**src/rtl/full_adder_unit.sv**
```systemverilog
// -----------------------------------------------------------------------------
// full_adder_unit
//
// Parameterisable-width ripple-carry full adder. At WIDTH=1 this is the
// canonical 1-bit full adder cell. The combinational results drive datapath
// logic with zero latency. A one-cycle registered copy is also provided, with
// a valid flag, for pipelined consumers.
//
// Parameters:
//   WIDTH     - operand and sum width in bits (>= 1)
//
// Ports:
//   clk       - system clock; registered outputs update on the rising edge
//   rst       - synchronous, active-high reset
//   A, B      - operands (unsigned; two's-complement view used for Ovf)
//   Cin       - carry-in, added at bit 0
//   in_valid  - qualifies A/B/Cin for capture into the registered path
//   Sum       - combinational (A + B + Cin) mod 2^WIDTH
//   Cout      - combinational carry out of the MSB
//   Ovf       - combinational signed overflow (carry into MSB ^ carry out)
//   Sum_r     - registered Sum
//   Cout_r    - registered Cout
//   Ovf_r     - registered Ovf
//   out_valid - registered result valid
//
// Handshake: a result is transferred on every rising edge where in_valid is
// high; there is no ready, so the consumer must accept each out_valid pulse
// in the cycle it is presented. out_valid is high for exactly one cycle per
// accepted input, and Sum_r/Cout_r/Ovf_r hold their last value otherwise.
// -----------------------------------------------------------------------------
module full_adder_unit #(
    parameter int WIDTH = 1
) (
    input  logic             clk,
    input  logic             rst,
    input  logic [WIDTH-1:0] A,
    input  logic [WIDTH-1:0] B,
    input  logic             Cin,
    input  logic             in_valid,
    output logic [WIDTH-1:0] Sum,
    output logic             Cout,
    output logic             Ovf,
    output logic [WIDTH-1:0] Sum_r,
    output logic             Cout_r,
    output logic             Ovf_r,
    output logic             out_valid
);

    // w_carry[i] is the carry into bit i; w_carry[WIDTH] is the carry out.
    logic [WIDTH:0]   w_carry;
    logic [WIDTH-1:0] w_sum;
    logic             w_ovf;

    logic [WIDTH-1:0] r_sum;
    logic             r_cout;
    logic             r_ovf;
    logic             r_valid;

    // Ripple chain evaluated bit by bit from the LSB inside one block, so
    // each carry is consumed only after it has been produced.
    always_comb begin
        w_carry    = '0;
        w_sum      = '0;
        w_carry[0] = Cin;
        for (int i = 0; i < WIDTH; i++) begin
            w_sum[i]       = A[i] ^ B[i] ^ w_carry[i];
            w_carry[i + 1] = (A[i] & B[i]) | (A[i] & w_carry[i]) | (B[i] & w_carry[i]);
        end
    end

    // Signed overflow: carry into the MSB disagrees with carry out of it.
    // At WIDTH=1 the carry into the MSB is Cin itself.
    assign w_ovf = w_carry[WIDTH] ^ w_carry[WIDTH-1];

    assign Sum  = w_sum;
    assign Cout = w_carry[WIDTH];
    assign Ovf  = w_ovf;

    always_ff @(posedge clk) begin
        if (rst) begin
            r_sum   <= '0;
            r_cout  <= 1'b0;
            r_ovf   <= 1'b0;
            r_valid <= 1'b0;
        end else if (in_valid) begin
            r_sum   <= w_sum;
            r_cout  <= w_carry[WIDTH];
            r_ovf   <= w_ovf;
            r_valid <= 1'b1;
        end else begin
            // Data holds; only the valid flag drops.
            r_valid <= 1'b0;
        end
    end

    assign Sum_r     = r_sum;
    assign Cout_r    = r_cout;
    assign Ovf_r     = r_ovf;
    assign out_valid = r_valid;

endmodule

```
**config.mk**
```make
export PLATFORM = sky130hd
export DESIGN_NAME = full_adder_unit
export DESIGN_NICKNAME = d
export VERILOG_FILES = /design/src/rtl/full_adder_unit.sv
export SDC_FILE = /design/constraint.sdc
export NUM_CORES = 1
export LEC_CHECK = 0
export CAP_MARGIN = 15
export CORE_AREA = 2 2 39 41
export DETAILED_ROUTE_END_ITERATION = 8
export DIE_AREA = 0 0 41 43
export PLACE_DENSITY = 0.43
export SLEW_MARGIN = 40
export SYNTH_ARGS = -nofsm -noshare
export SYNTH_HDL_FRONTEND = slang
export SYNTH_SLANG_ARGS = --single-unit
```
**constraint.sdc**
```tcl
create_clock -name clk -period 1.8 [get_ports clk]
set_input_delay 0.36 -clock clk [delete_from_list [all_inputs] [get_ports clk]]
set_output_delay 0.36 -clock clk [all_outputs]
set_load 0.02 [all_outputs]
```
==> PnR_summary.wiki <==
{| class="wikitable"
! Metric !! Value
|-
| Hold Crit Depth || 2
|-
| CP Class || in -> out
|-
| Type of the worst min-delay path || reg -> reg
|-
| RSZ-0062 raised after global routing || no
|-
| Clock buffer depth || 2
|-
| Number of enable-type register cells in the synthesized netlist || 0
|-
| GR Util All Layers || around 6%
|-
| Sum of overflow across all layers after global routing || 0
|-
| Minimum hold slack || between 0.4 and 0.5 ns
|-
| Worst Tran Pin Value || between 0.2 and 0.25 ns
|-
| Peak per-stage delay on the critical path || 0.39 ns
|-
| Insertion delay to the later sink of the worst-skew pair || roughly 0.23 ns
|-
| Part of the cycle the worst path needs || a little over nine tenths
|-
| Global-route wire length before repair || ~610 um
|-
| List of cells traversed by the critical path || dlygate4sd2_1, fa_2, xnor2_2, inv_1, buf_6
|-
| Maximum vdd ir drop || ~240 uV
|-
| Std cell rows || 14
|-
| Number of nets in the synthesized netlist || 21
|-
| Area grow syn2layout || 113.1%
|-
| Fraction of final layout cells sized beyond drive strength 1 || a little under two fifths
|-
| DRC viols || 0
|-
| Maximum fanout along the worst path || 2
|-
| Worst path setup slack after routing || 0.06092 ns
|-
| Data required time of the critical path || ~1.4 ns
|-
| H-tree level count || 1
|-
| Leak || about 0.15 nW
|-
| Cell count after synthesis || 14
|-
| Worst slew margin || between 80% and 90%
|-
| Placeable core area || 0.001384 sq mm
|-
| Synthesized flop and latch total || 4
|-
| Sequential share of the synthesized area || 49.23%
|-
| Leading register cell type out of synthesis || sky130_fd_sc_hd__dfxtp_1
|-
| Min Tclk post-route || approximately 1.7 ns
|-
| Layout Skew || 0 ns
|-
| Initial antenna violation count || 0
|-
| Detail Route Antenna Nets || 0
|-
| TritonCTS Sinks || 4
|-
| Critical path startpoint category || input port
|-
| Post-synth ARST share || 0%
|-
| Type of element capturing the critical path || output port
|-
| Post-Syn Area per Cell || approximately 12 sq um
|-
| Number of max-cap violations || 0
|-
| Number of DRC markers after the initial detailed-route iteration || 0
|-
| Result of the run || finished, final reports clean
|-
| Count of warnings emitted by yosys || 0
|-
| Post-detailed-placement half-perimeter wirelength || between 300 and 400 um
|-
| Most frequent cells after synthesis || sky130_fd_sc_hd__dfxtp_1 (4), sky130_fd_sc_hd__nor2_1 (3), sky130_fd_sc_hd__mux2i_1 (2)
|-
| Die Span Y || around 43 um
|-
| Vias per std cell || 3.417
|-
| Routed length per placed instance || 8.521 um
|-
| Pre-CTS WS || -0.6530 ns
|-
| Max Slew Vio Count || 0
|-
| Final net count || 41
|-
| Cell area after technology mapping || ~160 sq um
|-
| Die footprint || 0.001763 sq mm
|-
| TritonCTS buffer count || 3
|-
| Share of Yosys cell area claimed by the top area cell type || between 40% and 50%
|-
| Worst path depth || 5
|-
| First-pass DRT Iterations || 1
|-
| Post-Route WL || a little over 400 um
|-
| CP Buf/Inv Count || 3
|-
| Yosys top cell by area || sky130_fd_sc_hd__dfxtp_1
|-
| Register-to-Register Path Depth || 2
|-
| Upper clock frequency limit || roughly 580 MHz
|-
| Top-Level Pins || 13
|-
| RePlAce Congestion || around 0.58
|-
| Initial core utilization || 11.75%
|-
| Die Span X || between 40 and 50 um
|-
| Most numerous cell in the Yosys netlist || sky130_fd_sc_hd__dfxtp_1
|-
| Total via count in the routed design || around 160
|-
| Final-report setup violation count || 0
|-
| Pin count of the biggest net entering global routing || 6
|-
| Family with the most delay on the worst path || buffers and inverters
|-
| Final core utilization || 25.05%
|-
| Fill cell count || 150
|-
| Non-filler cells in the finished layout || 48
|-
| TritonCTS clock tree || yes
|-
| Dominant cells by area after synthesis || sky130_fd_sc_hd__dfxtp_1 (49%), sky130_fd_sc_hd__fa_1 (12%), sky130_fd_sc_hd__mux2i_1 (12%), sky130_fd_sc_hd__a211oi_2 (7.7%), sky130_fd_sc_hd__nor2_1 (6.9%)
|-
| Number of global-route vias before repair || 150
|-
| Final-report hold violation count || 0
|-
| Power density of the placed cells || a little under 900 mW/mm^2
|-
| Post-synth cell types || 8
|-
| Clk slew on worst S/H paths || 0.04 ns
|-
| Crit path DAT || approximately 1.4 ns
|-
| Input/output buffers || 12
|-
| Final Power || around 0.3 mW
|-
| Library cell contributing the largest single delay on the critical path || sky130_fd_sc_hd__fa_2
|-
| Root Buffer Master || sky130_fd_sc_hd__clkbuf_4
|-
| Total inserted antenna cells || 0
|-
| Number of buffers inserted to repair setup after CTS || 0
|-
| Placed Instances || 45
|}
-- per-layer routing --
metal  routed length, um  up-vias  share of wire [%]  GRT usage, %
met5                   0        -                  0             0
met4                   0        0                  0         6.000
met3                  68        0                 17         4.712
met2                 145       13                 35         5.000
met1                 195       69                 48         7.792
li1                    -       82                  -             -
-- registers in the layout (all words and copies together) (netlist names) --
name       count
out_valid      1
Sum_r          1
Ovf_r          1
Cout_r         1
-- final cells by class --
| type | instances | area (sq um) | share of cell area [%] |
|---|---|---|---|
| clock buffers | 3 | 22.52 | 6.498 |
| inverters | 1 | 3.754 | 1.083 |
| multi-input cells | 9 | 88.84 | 25.63 |
| flip-flops and latches | 4 | 80.08 | 23.10 |
| well taps | 16 | 20.02 | 5.776 |
| repair buffers | 15 | 131.4 | 37.91 |
-- cell families (layout without fill, tap and decap cells) --
kind of cell    count (synthesis)  count (layout)  share of synthesized area (%)
simple gates                    4               4                          10.77
compound gates                  1               1                          7.691
buf+inv                         1              19                          2.305
flops                           4               4                          49.23
fa+ha+maj                       1               1                          12.31
mux                             2               2                          12.31
xor+xnor                        1               1                          5.386
-- stage by stage --
stage,setup TNS [ns],area (sq um)
finish,0,346.6
global route,0,346.6
CTS,0,341.6
detailed placement,-1.762,325.3
global placement,-1.705,325.3
floorplan,0,162.7
-- cell usage in the layout (no fill, tap or decap), drive strengths merged --
cell           Yosys  routed
nor2               3       3
a211oi             1       1
fa                 1       1
clkdlybuf4s15      0       1
dlygate4sd2        0       2
dfxtp              4       4
clkbuf             0       3
mux2i              2       2
xnor2              1       1
inv                1       1
buf                0       6
nor2b              1       1
clkdlybuf4s50      0       6
-- final timing paths --
check,start,to,slack [ns]
max,B,Ovf,0.06
max reg2reg,Ovf_r$_SDFFE_PP0P_,Ovf_r$_SDFFE_PP0P_,1.18
min reg2reg,Sum_r$_SDFFE_PP0P_,Sum_r$_SDFFE_PP0P_,0.49
min,Sum_r$_SDFFE_PP0P_,Sum_r$_SDFFE_PP0P_,0.49
-- worst min-delay path: stages (launching register included) --
cell                      delay [ns]
sky130_fd_sc_hd__dfxtp_1        0.32
sky130_fd_sc_hd__mux2i_1        0.06
sky130_fd_sc_hd__nor2_1         0.07
-- timing repair --
action	CTS	global route
gates resized for setup	18	2
pin swaps	2	2
hold buffers	0	0
endpoints found under the setup margin	3	1
-- where the power goes --
part | leakage [nW] | switching [mW] | total, mW | internal, mW
combinational | 0.107 | 0.0426 | 0.0898 | 0.0473
sequential | 0.0332 | 0.00288 | 0.0988 | 0.0959
clock | 0.0138 | 0.0366 | 0.111 | 0.0746
total | 0.154 | 0.0820 | 0.300 | 0.218
Note: power is estimated with default switching activity, not from simulation.
